`src/rtl/instr_sequencer.sv`:
```
// instr_sequencer: fetch/exec/update controller that turns the C0 core into a free-running CPU.
// Defining SEQ_SINGLE_STEP_EN adds a step input that runs one instruction from IDLE.
module instr_sequencer #(
    parameter int ADDR_W = 8,
    parameter int INS_W = 21,
    parameter logic [ADDR_W-1:0] RESET_PC = '0
) (
    input  logic              clk,
    input  logic              rst_n,
    input  logic              run,
    input  logic              restart,
`ifdef SEQ_SINGLE_STEP_EN
    input  logic              step,
`endif
    output logic              mem_req,
    output logic [ADDR_W-1:0] mem_addr,
    input  logic              mem_valid,
    input  logic [INS_W-1:0]  mem_data,
    output logic [INS_W-1:0]  ins,
    output logic              core_en,
    input  logic              br_taken,
    input  logic [ADDR_W-1:0] br_addr,
    output logic [ADDR_W-1:0] pc,
    output logic              halted
);
    typedef enum logic [2:0] {IDLE, FETCH, EXEC, UPDATE, HALT} state_t;
    state_t state, next_state;
    logic [ADDR_W-1:0] pc_d, tgt_q, tgt_d;
    logic [INS_W-1:0] ins_d;
    logic take_q, take_d, single_q, single_d, step_go;
`ifdef SEQ_SINGLE_STEP_EN
    assign step_go = step;
`else
    assign step_go = 1'b0;
`endif
    assign mem_req = state == FETCH;
    assign core_en = state == EXEC;
    assign halted = state == HALT;
    assign mem_addr = pc;
    always_ff @(posedge clk or negedge rst_n) begin
        if (!rst_n) begin
            state <= IDLE;
            pc <= RESET_PC;
            ins <= '0;
            take_q <= 1'b0;
            tgt_q <= '0;
            single_q <= 1'b0;
        end else begin
            state <= next_state;
            pc <= pc_d;
            ins <= ins_d;
            take_q <= take_d;
            tgt_q <= tgt_d;
            single_q <= single_d;
        end
    end
    // Branch outcome is captured in EXEC so UPDATE sees a stable target.
    always_comb begin
        next_state = state;
        pc_d = pc;
        ins_d = ins;
        take_d = take_q;
        tgt_d = tgt_q;
        single_d = single_q;
        case (state)
            IDLE: if (run || step_go) begin
                next_state = FETCH;
                single_d = !run;
            end
            FETCH: if (mem_valid) begin
                next_state = EXEC;
                ins_d = mem_data;
            end
            EXEC: begin
                next_state = UPDATE;
                take_d = br_taken && ins[INS_W-1 -: 2] == 2'b00;
                tgt_d = br_addr;
            end
            UPDATE: if (take_q && tgt_q == pc) begin
                next_state = HALT;
            end else begin
                pc_d = take_q ? tgt_q : pc + 1'b1;
                next_state = run && !single_q ? FETCH : IDLE;
            end
            HALT: next_state = HALT;
            default: next_state = IDLE;
        endcase
        if (restart) begin
            next_state = IDLE;
            pc_d = RESET_PC;
            single_d = 1'b0;
        end
    end
endmodule

```
`config.mk`:
```
export PLATFORM = sky130hd
export DESIGN_NAME = instr_sequencer
export DESIGN_NICKNAME = d
export VERILOG_FILES = /design/src/rtl/instr_sequencer.sv
export SDC_FILE = /design/constraint.sdc
export NUM_CORES = 1
export LEC_CHECK = 0
export ABC_AREA = 0
export CORE_ASPECT_RATIO = 0.7
export CORE_MARGIN = 8
export CORE_UTILIZATION = 38
export CTS_CLUSTER_SIZE = 12
export DETAILED_ROUTE_END_ITERATION = 16
export GPL_TIMING_DRIVEN = 0
export PLACE_DENSITY_LB_ADDON = 0.2
export REMOVE_ABC_BUFFERS = 1
export SKIP_CTS_REPAIR_TIMING = 1
export SYNTH_ARGS = -nofsm -noshare
export SYNTH_HDL_FRONTEND = slang
export SYNTH_SLANG_ARGS = --single-unit
```
`constraint.sdc`:
```
create_clock -name clk -period 2.1 [get_ports clk]
set_clock_uncertainty 0.15 [all_clocks]
set_input_delay 0.42 -clock clk [delete_from_list [all_inputs] [get_ports clk]]
set_output_delay 0.42 -clock clk [all_outputs]
set_load 0.01 [all_outputs]
```
* Yosys cells after proc, flatten, opt, wreduce, memory -nomap -nowiden
Index checks and enable logic that the tools add are counted.
** Operators by class
- Multiplexer cells :: 13
- Reductions and logical operators :: 14
- Add/sub/neg operators :: 1
- Shift operators :: 0
- Equality and inequality tests :: 8
- Divide/modulo/power cells :: 0
- Bitwise gates (word level) :: 0
- Multipliers :: 0
- Magnitude comparators :: 0
** Operator list (number)
- 8-bit two-way mux :: 4
- 3-bit one-hot mux with 5 select lines :: 1
- 3-bit two-way mux :: 4
- 8-bit by 1-bit adder with 8-bit output, second input constant :: 1
- 8-bit equality test :: 1
- 2-bit AND reduction :: 4
- 3-bit by 2-bit equality test with 1-bit output, second input constant :: 2
- 2-bit nonzero test :: 3
- 1-bit two-way mux :: 4
- 3-bit by 1-bit equality test with 1-bit output, second input constant :: 1
- 3-bit equality test, second input constant :: 1
- 1-bit logical AND :: 3
- 3-bit logical NOT :: 1
- 3-bit by 2-bit != test with 1-bit output, second input constant :: 1
- 3-bit != test, second input constant :: 1
- 1-bit logical NOT :: 2
- 2-bit logical NOT :: 1
- 2-bit != test, second input constant :: 1
** Storage, ports and cells
- Output and inout port bits :: 40
- Register bits :: 42
- Memory bits (read-only) :: 0
- Input bits :: 35
- Memories kept :: 0
- Latch bits :: 0
- Logic and storage cells :: 42
- RAM bits :: 0

* Depth between registers and ports, before layout
- Depth in word-level cells :: 6
- Gate-level depth with buffers :: 6
- Depth with buffers taken out :: 6

* Worst setup path after synthesis
No wires, ideal clock.
- Path kind :: register -> register
- Start point :: register pc[3], in the netlist mem_addr[3]
- End point :: register pc[7], in the netlist mem_addr[7]
- Setup time :: 0.132 ns
- Stages on the path, launching flop included :: 7
- Path buffers :: 1
- Slack :: 0.344 ns
- Period minus slack after synthesis :: 1.756 ns
- Arrival time :: 1.473 ns
- Required time :: 1.818 ns
- Cell sequence :: dfrtp_1 > buf_6 > xnor2_2 > nand3_2 > o31ai_4 > mux2i_1 > o21ai_1
** Between the ends
- Longest elaborated chain between the ends :: 5
- Elaborated cells on any way between the ends :: 9
- Those cells by class :: 1 x add/sub; 2 x eq/ne; 4 x mux; 2 x reduce/logical
** RTL lines
- from (decl) :: line 23 : output logic [ADDR_W-1:0] pc,
- from (signal assigned) :: line 50 : pc <= pc_d;
- 8-bit by 1-bit adder with 8-bit output :: line 82 : pc_d = take_q ? tgt_q : pc + 1'b1;
- 8-bit two-way mux :: line 82
- 8-bit two-way mux :: line 79 : UPDATE: if (take_q && tgt_q == pc) begin
- 8-bit two-way mux :: line 65 : case (state)
- 8-bit two-way mux :: line 88 : if (restart) begin
Parallel ways exist; a longest one is shown, timed or not. The select of a mux whose other input is x is not followed.
A chain may end at the register's enable or synchronous reset.

* Final worst setup path
- Start point :: register pc[3], in the netlist mem_addr[3]
- End point :: output port pc[3]
No word-level cell between the ends.

==> results.md <==
- Status: complete, no violations
- DP Wirelength: 3640 µm
- Via count: around 1600
- CTS clk-pin slew, worst paths: about 0.080 ns
- Initial DRC count: 30
- Top cell type's share of synthesized area: 50.4%
- Final wirelength: a little under 5000 µm
- Setup crit end kind: output port
- CTS Sinks: 42
- Nets: between 200 and 300
- DIE AREA: between 8000 and 9000 µm²
- WP data arrival: 1.42 ns
- Post-Synthesis Cell Area: between 2000 and 2500 µm²
- First-pass GRT wire length: approximately 8400 µm
- Unique cell type count in the Yosys netlist: 38
- Antenna violations before repair: 0
- Vias in the first global route: 1648
- Max Cap Viol: 0
- Largest net degree at the start of global routing: 38
- Reg2Reg Depth: 6
- P_leak: about 0.0013 µW
- Clock Tree Root: clkbuf_8
- IO Port Bufs: 74
- Final-report setup violation count: 0
- RSZ-0062 raised after global routing: false
- GR Overflow Total: 0
- Final ANT Viol Nets: 0
- Syn Area/Cell: 11.6 µm²
- Design area: 3030 µm²
- Initial core utilization: 39.6%
- Worst path slowest cell: clkdlybuf4s50_1
- Layout cell share with drive strength beyond 1: roughly 25%
- Drt via density: 4.78
- Row Count: 22
- Pre-antenna DRT Iters: 4
- Startpoint types: flip-flop
- IO Pins: between 70 and 80
- Tcrit/Tclk final: between 90% and 100%
- Sequential-to-total area share from yosys stat: 50.4%
- Synth-to-layout area growth: 45.2%
- CP max FO: 9
- Worst slew pin tran: 0.575 ns
- Crit-path cells: clkdlybuf4s50_1
- Final Util: roughly 58%
- H-tree levels: 2
- # DRC: 0
- Min Tclk post-route: 1.99 ns
- Kind of critical path: flip-flop to output port
- Synth area leaders: dfrtp_1 50%, mux2_2 16%, buf_4 3.6%
- Worst path depth: 1
- Mapped Cells: roughly 180
- Diode count: 0
- Pwr Density: about 860 nW/µm²
- Main synth FF type: dfrtp_1
- Max-slew violation count: 0
- Relative slew slack: between 60% and 70%
- Hold Path Class: input pin to async pin
- Gpl congestion: just over 0.7
- Max clock buf depth: 2
- TritonCTS clock tree: built
- Area leader, netlist: dfrtp_1
- CTS Buf Count: 5
- Peak Freq: around 0.50 GHz
- Setup TNS: 0 ns
- Tot Pwr: about 2600 µW
- GRT Util Overall: about 12%
- CP bufs+invs: 1
- Async set-or-reset flop fraction in the synthesized netlist: 100%
- Final Hold Vio Count: 0
- Critical path's top delay family: buffers and inverters
- Core area: between 5000 and 6000 µm²
- CP peak stage delay: approximately 0.61 ns
- Yosys Warn Count: 0
- Die width: around 100 µm
- Die Span Y: just under 80 µm
- Clock latency on the worst-skew pair: ~0.28 ns
- Post-synth EDFFs: 0
- Seq cells post-synth: 42
- Average routed wire per standard cell: approximately 15 µm
- Max IR drop VDD: roughly 0.47 mV
- WP data required: 1.53 ns
- Dpl cell area: around 2800 µm²
[layout by cell type, fill, tap and decap left out, types with 2 or more instances in the layout]
cell type / count
o21ai_1: 2
dfrtp_1: 38
o31ai_1: 3
nand3_1: 8
mux2i_1: 4
nor3b_1: 2
xnor2_2: 2
and3_1: 2
buf_12: 3
mux2_2: 30
nor3_1: 3
nor2_1: 14
nand2_2: 2
clkdlybuf4s50_1: 70
buf_4: 7
dlymetal6s2s_1: 3
clkbuf_8: 5
o21ai_0: 3
a21oi_1: 8
xnor2_1: 6
dfrtp_2: 4
nand2_1: 9
clkbuf_1: 2
[state kept, by name (all words and copies together), names as in the netlist]
register	flops
single_q	1
take_q	1
ins	21
mem_addr	8
tgt_q	8
state	3
[report_power, final]
group / leakage (µW) / switching, µW / internal, µW
sequential: 0.000518 / 199 / 1020
combinational: 0.000704 / 325 / 576
clock: 0.0000383 / 255 / 229
[routing by layer]
layer	up-vias	GRT usage, %	part of all wire [%]
met5	-	0	0
met3	2	3.96	4.6
met2	25	20.4	48
met1	755	15.4	47
li1	771	-	-
met4	0	3.17	0.60
[final timing paths]
| path | start | to | slack, ns |
|---|---|---|---|
| worst max-delay path | mem_addr[3]$_DFFE_PN0P_ | pc[3] | 0.11 |
| worst min-delay path | rst_n | ins[0]$_DFFE_PN0P_ | 0.35 |
| worst min register to register | ins[3]$_DFFE_PN0P_ | ins[3]$_DFFE_PN0P_ | 0.36 |
| worst max register to register | state[2]$_DFFE_PN0P_ | state[0]$_DFFE_PN0P_ | 0.15 |
| max in group asynchronous | rst_n | state[1]$_DFFE_PN0P_ | 1.01 |
| min in group clk | ins[3]$_DFFE_PN0P_ | ins[3]$_DFFE_PN0P_ | 0.36 |
[cell usage after synthesis (3+ instances only)]
library cell,count
buf_2,5
nand3_1,8
nor3_1,4
buf_4,10
mux2_2,30
nand2_1,9
nor2_1,15
xnor2_1,6
mux2i_1,4
dfrtp_1,42
o21ai_0,3
a21oi_1,8
o31ai_1,3
nor3b_1,3
[through the flow]
| step | hold slack [ns] | instances | setup WS, ns |
|---|---|---|---|
| 6_report | 0.346 | 325 | 0.106 |
| 5_1_grt | 0.356 | 325 | 0.0191 |
| 2_1_floorplan | -0.0256 | 160 | -0.592 |
| 3_5_place_dp | 0.113 | 308 | -0.638 |
| 3_3_place_gp | 0.339 | 306 | -1.84 |
| 4_1_cts | -0.200 | 315 | -0.951 |
[area by class of cell]
cell class,instances,area [µm²]
multi-input combinational,117,923
clock buffer,7,76.3
sequential,42,1060
inverter,1,3.75
tap,72,90.1
timing repair buffer,86,877
fill,453,2230
[cell families after synthesis]
logic type / count (synthesis) / synth area share [%]
xor gates and xnor gates: 8 / 4.08
muxes: 34 / 18.1
and+or+nand+nor: 51 / 12.7
buffers and inverters: 20 / 6.42
AOI/OAI and AO/OA: 23 / 7.62
DFF: 42 / 50.4
adders and majority gates: 1 / 0.600
Power figures use the tool's default switching activity.
